==> src/rtl/systolic_pkg.sv <==
// Shared types for the NxN systolic multiplier: FSM state encoding and counter sizing helpers.
// Counter widths are functions of N so each instance sizes its own beat/drain counters.
package systolic_pkg;

  typedef enum logic [1:0] {
    IDLE  = 2'd0,
    LOAD  = 2'd1,
    DRAIN = 2'd2
  } state_e;

  // Beat counter holds 0..N-1.
  function automatic int beat_cnt_w(input int n);
    return (n > 1) ? $clog2(n) : 1;
  endfunction

  // Drain counter holds 0..2N-2.
  function automatic int drain_cnt_w(input int n);
    return (n > 1) ? $clog2(2 * n - 1) : 1;
  endfunction

endpackage

==> src/rtl/systolic_mm_nxn_if.sv <==
// Host-side bundle of the systolic multiplier: start/beat handshake, status and the packed result.
interface systolic_mm_nxn_if #(
  parameter int N     = 4,
  parameter int DW    = 8,
  parameter int ACC_W = 2 * DW + $clog2(N)
);

  logic                   start;
  logic                   in_valid;
  logic                   in_ready;
  logic [N*DW-1:0]        a_col;
  logic [N*DW-1:0]        b_row;
  logic                   busy;
  logic                   done;
  logic [N*N*ACC_W-1:0]   c_flat;

  modport master (
    output start, in_valid, a_col, b_row,
    input  in_ready, busy, done, c_flat
  );

  modport slave (
    input  start, in_valid, a_col, b_row,
    output in_ready, busy, done, c_flat
  );

endinterface

==> src/rtl/systolic_pe.sv <==
// One mesh cell: forwards a right and b down through a register each and accumulates a*b while enabled.
// clr wins over en so a new run starts from zero regardless of the enable.
module systolic_pe #(
  parameter int DW     = 8,
  parameter int ACC_W  = 18,
  parameter int SIGNED = 0
) (
  input  logic             clk,
  input  logic             rst,
  input  logic             clr,
  input  logic             en,
  input  logic [DW-1:0]    a_in,
  input  logic [DW-1:0]    b_in,
  output logic [DW-1:0]    a_out,
  output logic [DW-1:0]    b_out,
  output logic [ACC_W-1:0] acc
);

  logic [DW-1:0]    a_q, a_d;
  logic [DW-1:0]    b_q, b_d;
  logic [ACC_W-1:0] acc_q, acc_d;
  logic [ACC_W-1:0] prod_ext;

  generate
    if (SIGNED != 0) begin : g_signed
      logic signed [2*DW-1:0] prod_s;
      // Low 2*DW bits of the widened product are exact for any DW x DW signed pair.
      assign prod_s   = $signed({{DW{a_in[DW-1]}}, a_in}) * $signed({{DW{b_in[DW-1]}}, b_in});
      assign prod_ext = {{(ACC_W - 2 * DW){prod_s[2*DW-1]}}, prod_s};
    end else begin : g_unsigned
      logic [2*DW-1:0] prod_u;
      assign prod_u   = {{DW{1'b0}}, a_in} * {{DW{1'b0}}, b_in};
      assign prod_ext = {{(ACC_W - 2 * DW){1'b0}}, prod_u};
    end
  endgenerate

  always_comb begin
    a_d   = a_in;
    b_d   = b_in;
    acc_d = acc_q;
    if (clr) begin
      acc_d = '0;
    end else if (en) begin
      acc_d = acc_q + prod_ext;
    end
  end

  always_ff @(posedge clk or negedge rst) begin
    if (!rst) begin
      a_q   <= '0;
      b_q   <= '0;
      acc_q <= '0;
    end else begin
      a_q   <= a_d;
      b_q   <= b_d;
      acc_q <= acc_d;
    end
  end

  assign a_out = a_q;
  assign b_out = b_q;
  assign acc   = acc_q;

endmodule

==> src/rtl/systolic_mm_nxn.sv <==
// Output-stationary NxN matrix multiplier: N operand beats in, done 2N-1 cycles after the last beat.
// in_ready is high only in LOAD; bubbles are allowed there and simply stretch the load phase.
module systolic_mm_nxn
  import systolic_pkg::*;
#(
  parameter int N      = 4,
  parameter int DW     = 8,
  parameter int ACC_W  = 2 * DW + $clog2(N),
  parameter int SIGNED = 0
) (
  input logic              clk,
  input logic              rst,
  systolic_mm_nxn_if.slave io
);

  localparam int BEAT_W  = beat_cnt_w(N);
  localparam int DRAIN_W = drain_cnt_w(N);

  state_e             state_q, state_d;
  logic [BEAT_W-1:0]  beat_q, beat_d;
  logic [DRAIN_W-1:0] drain_q, drain_d;
  logic               done_q, done_d;
  logic               clr;
  logic               accept;
  logic               busy;

  assign accept = (state_q == LOAD) && io.in_valid;
  assign busy   = (state_q != IDLE);

  always_comb begin
    state_d = state_q;
    beat_d  = beat_q;
    drain_d = drain_q;
    done_d  = done_q;
    clr     = 1'b0;
    case (state_q)
      IDLE: begin
        if (io.start) begin
          state_d = LOAD;
          clr     = 1'b1;
          done_d  = 1'b0;
          beat_d  = '0;
          drain_d = '0;
        end
      end
      LOAD: begin
        if (accept) begin
          if (beat_q == BEAT_W'(N - 1)) begin
            state_d = DRAIN;
            beat_d  = '0;
            drain_d = '0;
          end else begin
            beat_d = beat_q + BEAT_W'(1);
          end
        end
      end
      DRAIN: begin
        // The last product reaches PE(N-1,N-1) 2N-2 edges after the final beat; one more edge settles it.
        if (drain_q == DRAIN_W'(2 * N - 2)) begin
          state_d = IDLE;
          done_d  = 1'b1;
          drain_d = '0;
        end else begin
          drain_d = drain_q + DRAIN_W'(1);
        end
      end
      default: state_d = IDLE;
    endcase
  end

  always_ff @(posedge clk or negedge rst) begin
    if (!rst) begin
      state_q <= IDLE;
      beat_q  <= '0;
      drain_q <= '0;
      done_q  <= 1'b0;
    end else begin
      state_q <= state_d;
      beat_q  <= beat_d;
      drain_q <= drain_d;
      done_q  <= done_d;
    end
  end

  assign io.in_ready = (state_q == LOAD);
  assign io.busy     = busy;
  assign io.done     = done_q;

  // a_h[i][j] / b_v[i][j] are the operand inputs of PE(i,j).
  logic [DW-1:0] a_h [N][N];
  logic [DW-1:0] b_v [N][N];

  genvar gi, gj;
  generate
    for (gi = 0; gi < N; gi++) begin : g_skew
      logic [DW-1:0] a_lane, b_lane;
      assign a_lane = accept ? io.a_col[gi*DW +: DW] : '0;
      assign b_lane = accept ? io.b_row[gi*DW +: DW] : '0;

      if (gi == 0) begin : g_direct
        assign a_h[0][0] = a_lane;
        assign b_v[0][0] = b_lane;
      end else begin : g_dly
        logic [DW-1:0] a_line_q [gi];
        logic [DW-1:0] a_line_d [gi];
        logic [DW-1:0] b_line_q [gi];
        logic [DW-1:0] b_line_d [gi];

        always_comb begin
          a_line_d[0] = a_lane;
          b_line_d[0] = b_lane;
          for (int s = 1; s < gi; s++) begin
            a_line_d[s] = a_line_q[s-1];
            b_line_d[s] = b_line_q[s-1];
          end
        end

        always_ff @(posedge clk or negedge rst) begin
          if (!rst) begin
            for (int s = 0; s < gi; s++) begin
              a_line_q[s] <= '0;
              b_line_q[s] <= '0;
            end
          end else begin
            for (int s = 0; s < gi; s++) begin
              a_line_q[s] <= a_line_d[s];
              b_line_q[s] <= b_line_d[s];
            end
          end
        end

        assign a_h[gi][0] = a_line_q[gi-1];
        assign b_v[0][gi] = b_line_q[gi-1];
      end
    end

    for (gi = 0; gi < N; gi++) begin : g_row
      for (gj = 0; gj < N; gj++) begin : g_col
        logic [DW-1:0]    a_o, b_o;
        logic [ACC_W-1:0] acc;

        systolic_pe #(
          .DW     (DW),
          .ACC_W  (ACC_W),
          .SIGNED (SIGNED)
        ) u_pe (
          .clk   (clk),
          .rst   (rst),
          .clr   (clr),
          .en    (busy),
          .a_in  (a_h[gi][gj]),
          .b_in  (b_v[gi][gj]),
          .a_out (a_o),
          .b_out (b_o),
          .acc   (acc)
        );

        if (gj < N - 1) begin : g_a_fwd
          assign a_h[gi][gj+1] = a_o;
        end else begin : g_a_edge
          logic [DW-1:0] a_unused;
          assign a_unused = a_o;
        end

        if (gi < N - 1) begin : g_b_fwd
          assign b_v[gi+1][gj] = b_o;
        end else begin : g_b_edge
          logic [DW-1:0] b_unused;
          assign b_unused = b_o;
        end

        assign io.c_flat[(gi*N+gj)*ACC_W +: ACC_W] = acc;
      end
    end
  endgenerate

endmodule
==> src/flat_wrapper.sv <==
// flat-port wrapper written by rule: the top's interface ports become plain ports
module systolic_mm_nxn_flat import systolic_pkg::*;
#(
  parameter int N      = 4,
  parameter int DW     = 8,
  parameter int ACC_W  = 2 * DW + $clog2(N),
  parameter int SIGNED = 0
)
  (clk, rst, io_start, io_in_valid, io_a_col, io_b_row, io_in_ready, io_busy, io_done, io_c_flat);
  systolic_mm_nxn_if #(.N(N), .DW(DW), .ACC_W(ACC_W)) io_i ();
  input logic clk;
  input logic rst;
  input wire logic [$bits(io_i.start)-1:0] io_start;
  input wire logic [$bits(io_i.in_valid)-1:0] io_in_valid;
  input wire logic [$bits(io_i.a_col)-1:0] io_a_col;
  input wire logic [$bits(io_i.b_row)-1:0] io_b_row;
  output wire logic [$bits(io_i.in_ready)-1:0] io_in_ready;
  output wire logic [$bits(io_i.busy)-1:0] io_busy;
  output wire logic [$bits(io_i.done)-1:0] io_done;
  output wire logic [$bits(io_i.c_flat)-1:0] io_c_flat;
  assign io_i.start = io_start;
  assign io_i.in_valid = io_in_valid;
  assign io_i.a_col = io_a_col;
  assign io_i.b_row = io_b_row;
  assign io_in_ready = io_i.in_ready;
  assign io_busy = io_i.busy;
  assign io_done = io_i.done;
  assign io_c_flat = io_i.c_flat;
  systolic_mm_nxn #(.N(N), .DW(DW), .ACC_W(ACC_W), .SIGNED(SIGNED)) u_core (.clk(clk), .rst(rst), .io(io_i));
endmodule
==> config.mk <==
export PLATFORM = sky130hd
export DESIGN_NAME = systolic_mm_nxn_flat
export DESIGN_NICKNAME = d
export VERILOG_FILES = /design/src/rtl/systolic_pkg.sv /design/src/rtl/systolic_mm_nxn_if.sv /design/src/rtl/systolic_pe.sv /design/src/rtl/systolic_mm_nxn.sv /design/src/flat_wrapper.sv
export SDC_FILE = /design/constraint.sdc
export NUM_CORES = 2
export LEC_CHECK = 0
export ABC_AREA = 1
export BUFFER_PORTS_ARGS = -buffer_cell sky130_fd_sc_hd__buf_2
export CAP_MARGIN = 20
export CORE_MARGIN = 2
export CORE_UTILIZATION = 45
export CTS_CLUSTER_DIAMETER = 120
export DETAILED_ROUTE_END_ITERATION = 7
export PLACE_DENSITY = 0.69
export SLEW_MARGIN = 20
export SYNTH_ARGS = -nofsm -noshare
export SYNTH_HDL_FRONTEND = slang
export SYNTH_SLANG_ARGS = --single-unit
==> constraint.sdc <==
create_clock -name clk -period 4.2 [get_ports clk]
set_input_delay 0.84 -clock clk [delete_from_list [all_inputs] [get_ports clk]]
set_output_delay 0.84 -clock clk [all_outputs]
set_load 0.01 [all_outputs]
==> flow_summary.toml <==
[worst_setup_path]
path_cells = "inv_2 > nand2_4 > nor2_4 > buf_12 > nand2_2 > inv_2 > nand2_2 > fa_1 > fa_1 > inv_2 > fa_1 > inv_1 > fa_1 > inv_2 > ha_4 > nand2_4 > nor2_4 > nand2_2 > nand3_4 > nand2_2 > nand2_1 > nand2_1 > nand3_2 > nand2_1"
rr_worst_depth = 24
r2r_end = "u_core.g_row[0].g_col[0].u_pe.acc[17]"
max_stage_delay_ps = 560
setup.worst_path.end = "u_core.g_row[0].g_col[0].u_pe.acc[17]"
crit_path_start_kind = "flop"
path_class = "reg2reg"
r2r_start = "u_core.state_q[1]"
crit_arrival_ps = 4850
slowest_stage = "fa_1"
worstSetupStartpoint = "u_core.state_q[1]"
path_max_fanout = 8
reg2reg_slack_ps = -60
worstSetupEndpointType = "flop"
cp.required_ps = 4780

[routing]
wirelength_mm = 183
antenna_left = 0
drt_iter0_markers = 3068
route.detailed.drc = 0
routed_via_density = 4.74
dr_total_vias = 52705
detail_route.wl_per_cell_um = 16.5
drtPass1Iterations = 6

[layout]
fin_util_pct = 51.8
design.final.nets = 10649
fillers = 13753
final_area_mm2 = 0.0746
final_layout_size_suffix_gt1_share_pct = 12.1
area_growth_pct = 14.2

[place]
portBuffers = 358
dp_hpwl_mm = 148
dpl_cell_area_mm2 = 0.0704
place.gp.congestion = 0.939
pre_cts_slack_ps = -674

[job]
max_cap_violations = 0

[clocking]
path_clk_slew_ps = 60
root_buffer = "clkbuf_16"
ctsHtreeMaxLevel = 3
insertion_delay_ps = 700
cts_tree = "built"
cts_buffer_depth = 3
cts_hold_buf = 0
cts_buffers = 79
cts.sinks = 584

[synth]
synth_edf_count = 0
synth_flop_cell = "dfrtp_1"
avgSynthCellArea_um2 = 7.51
synthTopCellsByArea = "fa_1, dfrtp_1, inv_1"
ys_warn_count = 0
ys_ff_latch = 584
synth.cell_area_mm2 = 0.0654
synth_mux_area_share_pct = 0
synth_common_cells = "inv_1, nand2_1, fa_1"
postSynthCellCount = 8701
yosys.area_share.simple_pct = 18.8
synthMostInstantiatedCell = "inv_1"
yosys.area.top_type = "fa_1"
synth_top_family_by_area = "adder cells"
synth_compound_area_share_pct = 2.99
synth_xor_area_share_pct = 1.07
syn_nets = 10210
synthAdderAreaFrac_pct = 36.8
synth.distinct_cells = 28
yosysTopAreaCellShare_pct = 24.5
yosysSeqAreaShare_pct = 22.4
synthArstFlopShare_pct = 100

[sta]
finClkSkew_ps = 24.0
fin_crit_sh_pct = 102
tightest_slew_ps = 995
rsz0062_at_grt = "true"
fin_crit_ps = 4260
finalWorstSetupSlack_ps = -64.9
setup_viol = 4
relSlewSlack_pct = 33.6
final_max_slew_viol_count = 0
hold_violations = 0
max_freq_mhz = 234

[pwr]
ir_drop_mv = 0.326
fin_total_pwr_mw = 28.8
power.density_mw_per_mm2 = 386
p_leak_nw = 47.0

[global_routing]
antenna_found_initial = 5
grt_pass1_vias = 54272
overflow = 0
grt_max_degree = 93
grt_pass1_wl_mm = 291
grtUsageTotal_pct = 25.1

[die]
die_area_mm2 = 0.148
die_w_um = 385
io_pins = 359
dieHeight_um = 385
initial_core_util_pct = 45.4
row_count = 139
fp.coreArea_mm2 = 0.144

[status]
violations = "setup timing"
status = "finished with violations"

[hold_path]
hp-class = "in2async"
[sequential cells by signal (all words and copies together) (netlist names)]
signal,flops
u_core.g_row.g_col.u_pe.acc,288
u_core.g_row.g_col.u_pe.a_out,96
u_core.g_row.g_col.u_pe.b_out,96
u_core.g_skew.g_dly.a_line_d,24
u_core.g_skew.g_dly.b_line_d,24
u_core.a_h,16
u_core.b_v,16
u_core.g_skew.g_dly.a_line_q,8
u_core.g_skew.g_dly.b_line_q,8
u_core.drain_q,3
u_core.beat_q,2
u_core.state_q,2
u_core.io.done,1
[worst min path at each step]
stage                                            start                              endpoint  slack (ps)  cells after the start
global route                                       rst  u_core.g_row[1].g_col[1].u_pe.acc[0]         210                      1
floorplan           u_core.g_skew[3].g_dly.a_line_d[0]                        u_core.a_h[24]         330                      0
global placement    u_core.g_skew[2].g_dly.b_line_d[2]                       u_core.b_v[106]         330                      0
CTS                                                rst  u_core.g_row[1].g_col[1].u_pe.acc[0]         190                      1
detailed placement  u_core.g_skew[3].g_dly.a_line_d[4]                        u_core.a_h[28]         330                      0
finish                                             rst  u_core.g_row[1].g_col[1].u_pe.acc[0]         190                      1
[power by group]
| part | internal [mW] | switching [mW] |
|---|---|---|
| Combinational | 4.75 | 7.97 |
| Clock | 4.46 | 2.94 |
| Sequential | 6.88 | 1.85 |
| Total | 16.1 | 12.8 |
[critical path: cells and delay by family, from the launching register on]
family	cells	cell delay (ps)
adder cells (fa/ha/maj)	5	2350
buffers and inverters	6	460
flip-flops	1	390
AND/OR/NAND/NOR	13	960
[kinds of logic after synthesis]
| family | Yosys count |
|---|---|
| buf+inv | 3109 |
| simple gates | 3122 |
| fa+ha+maj | 1441 |
| flops | 584 |
| compound gates | 365 |
| xor+xnor | 80 |
[cell usage in the layout (no fill, tap or decap), types with 6 or more instances in the layout]
cell        count
a21oi_1       155
a21oi_2         7
a22o_1         16
buf_12         10
buf_2         358
buf_4         289
buf_6           8
bufinv_16      13
clkbuf_1       11
clkbuf_16      81
clkbuf_8        6
clkinv_2        9
clkinvlp_4     16
dfrtp_1       438
dfrtp_2       146
fa_1          799
ha_1          608
ha_4           30
inv_1        2776
inv_2          17
inv_6           9
nand2_1      2430
nand2_2        40
nand2_4        17
nand3_1       281
nand3_2         8
nand3b_1       32
nand4_1        32
nor2_1        248
nor2_2         15
nor2_4         14
o21ai_0        98
o21ai_1        35
o22ai_1        49
xnor2_1        47
xor2_1         32
[final cells by class]
| cell class | count | area, µm² | share of cell area (%) |
|---|---|---|---|
| Timing Repair Buffer | 666 | 4270 | 5.72 |
| Antenna cell | 4 | 10.0 | 0.0134 |
| Inverter | 2801 | 10600 | 14.1 |
| Sequential cell | 584 | 14800 | 19.8 |
| Tap cell | 1903 | 2380 | 3.19 |
| Clock buffer | 98 | 2150 | 2.88 |
| Clock inverter | 47 | 634 | 0.850 |
| Multi-Input combinational cell | 5008 | 39900 | 53.4 |
[repair_timing]
action                                 in CTS  in global routing
resized for setup                          37                283
endpoints found under the hold margin       0                  0
pin swaps                                  20                 25
buffers inserted                            2                 61
setup endpoints to repair                  12                152
gates cloned                                0                  0
[through the flow]
stage	instances	hold WS (ps)	TNS (ps)
6_report	11111	191	-188
3_3_place_gp	10899	332	-7640
3_5_place_dp	10899	335	-7830
2_1_floorplan	8701	331	-1880
5_1_grt	11107	211	-2110
4_1_cts	11046	193	-287
[per-layer routing]
layer	vias to the layer above	track usage, %	wire length (µm)
met5	-	0	0
met4	0	8.51	6810
met2	1370	42.8	88200
met1	25479	32.0	76500
met3	289	4.78	11700
li1	25567	-	-
(Power assumes the default switching activity.)
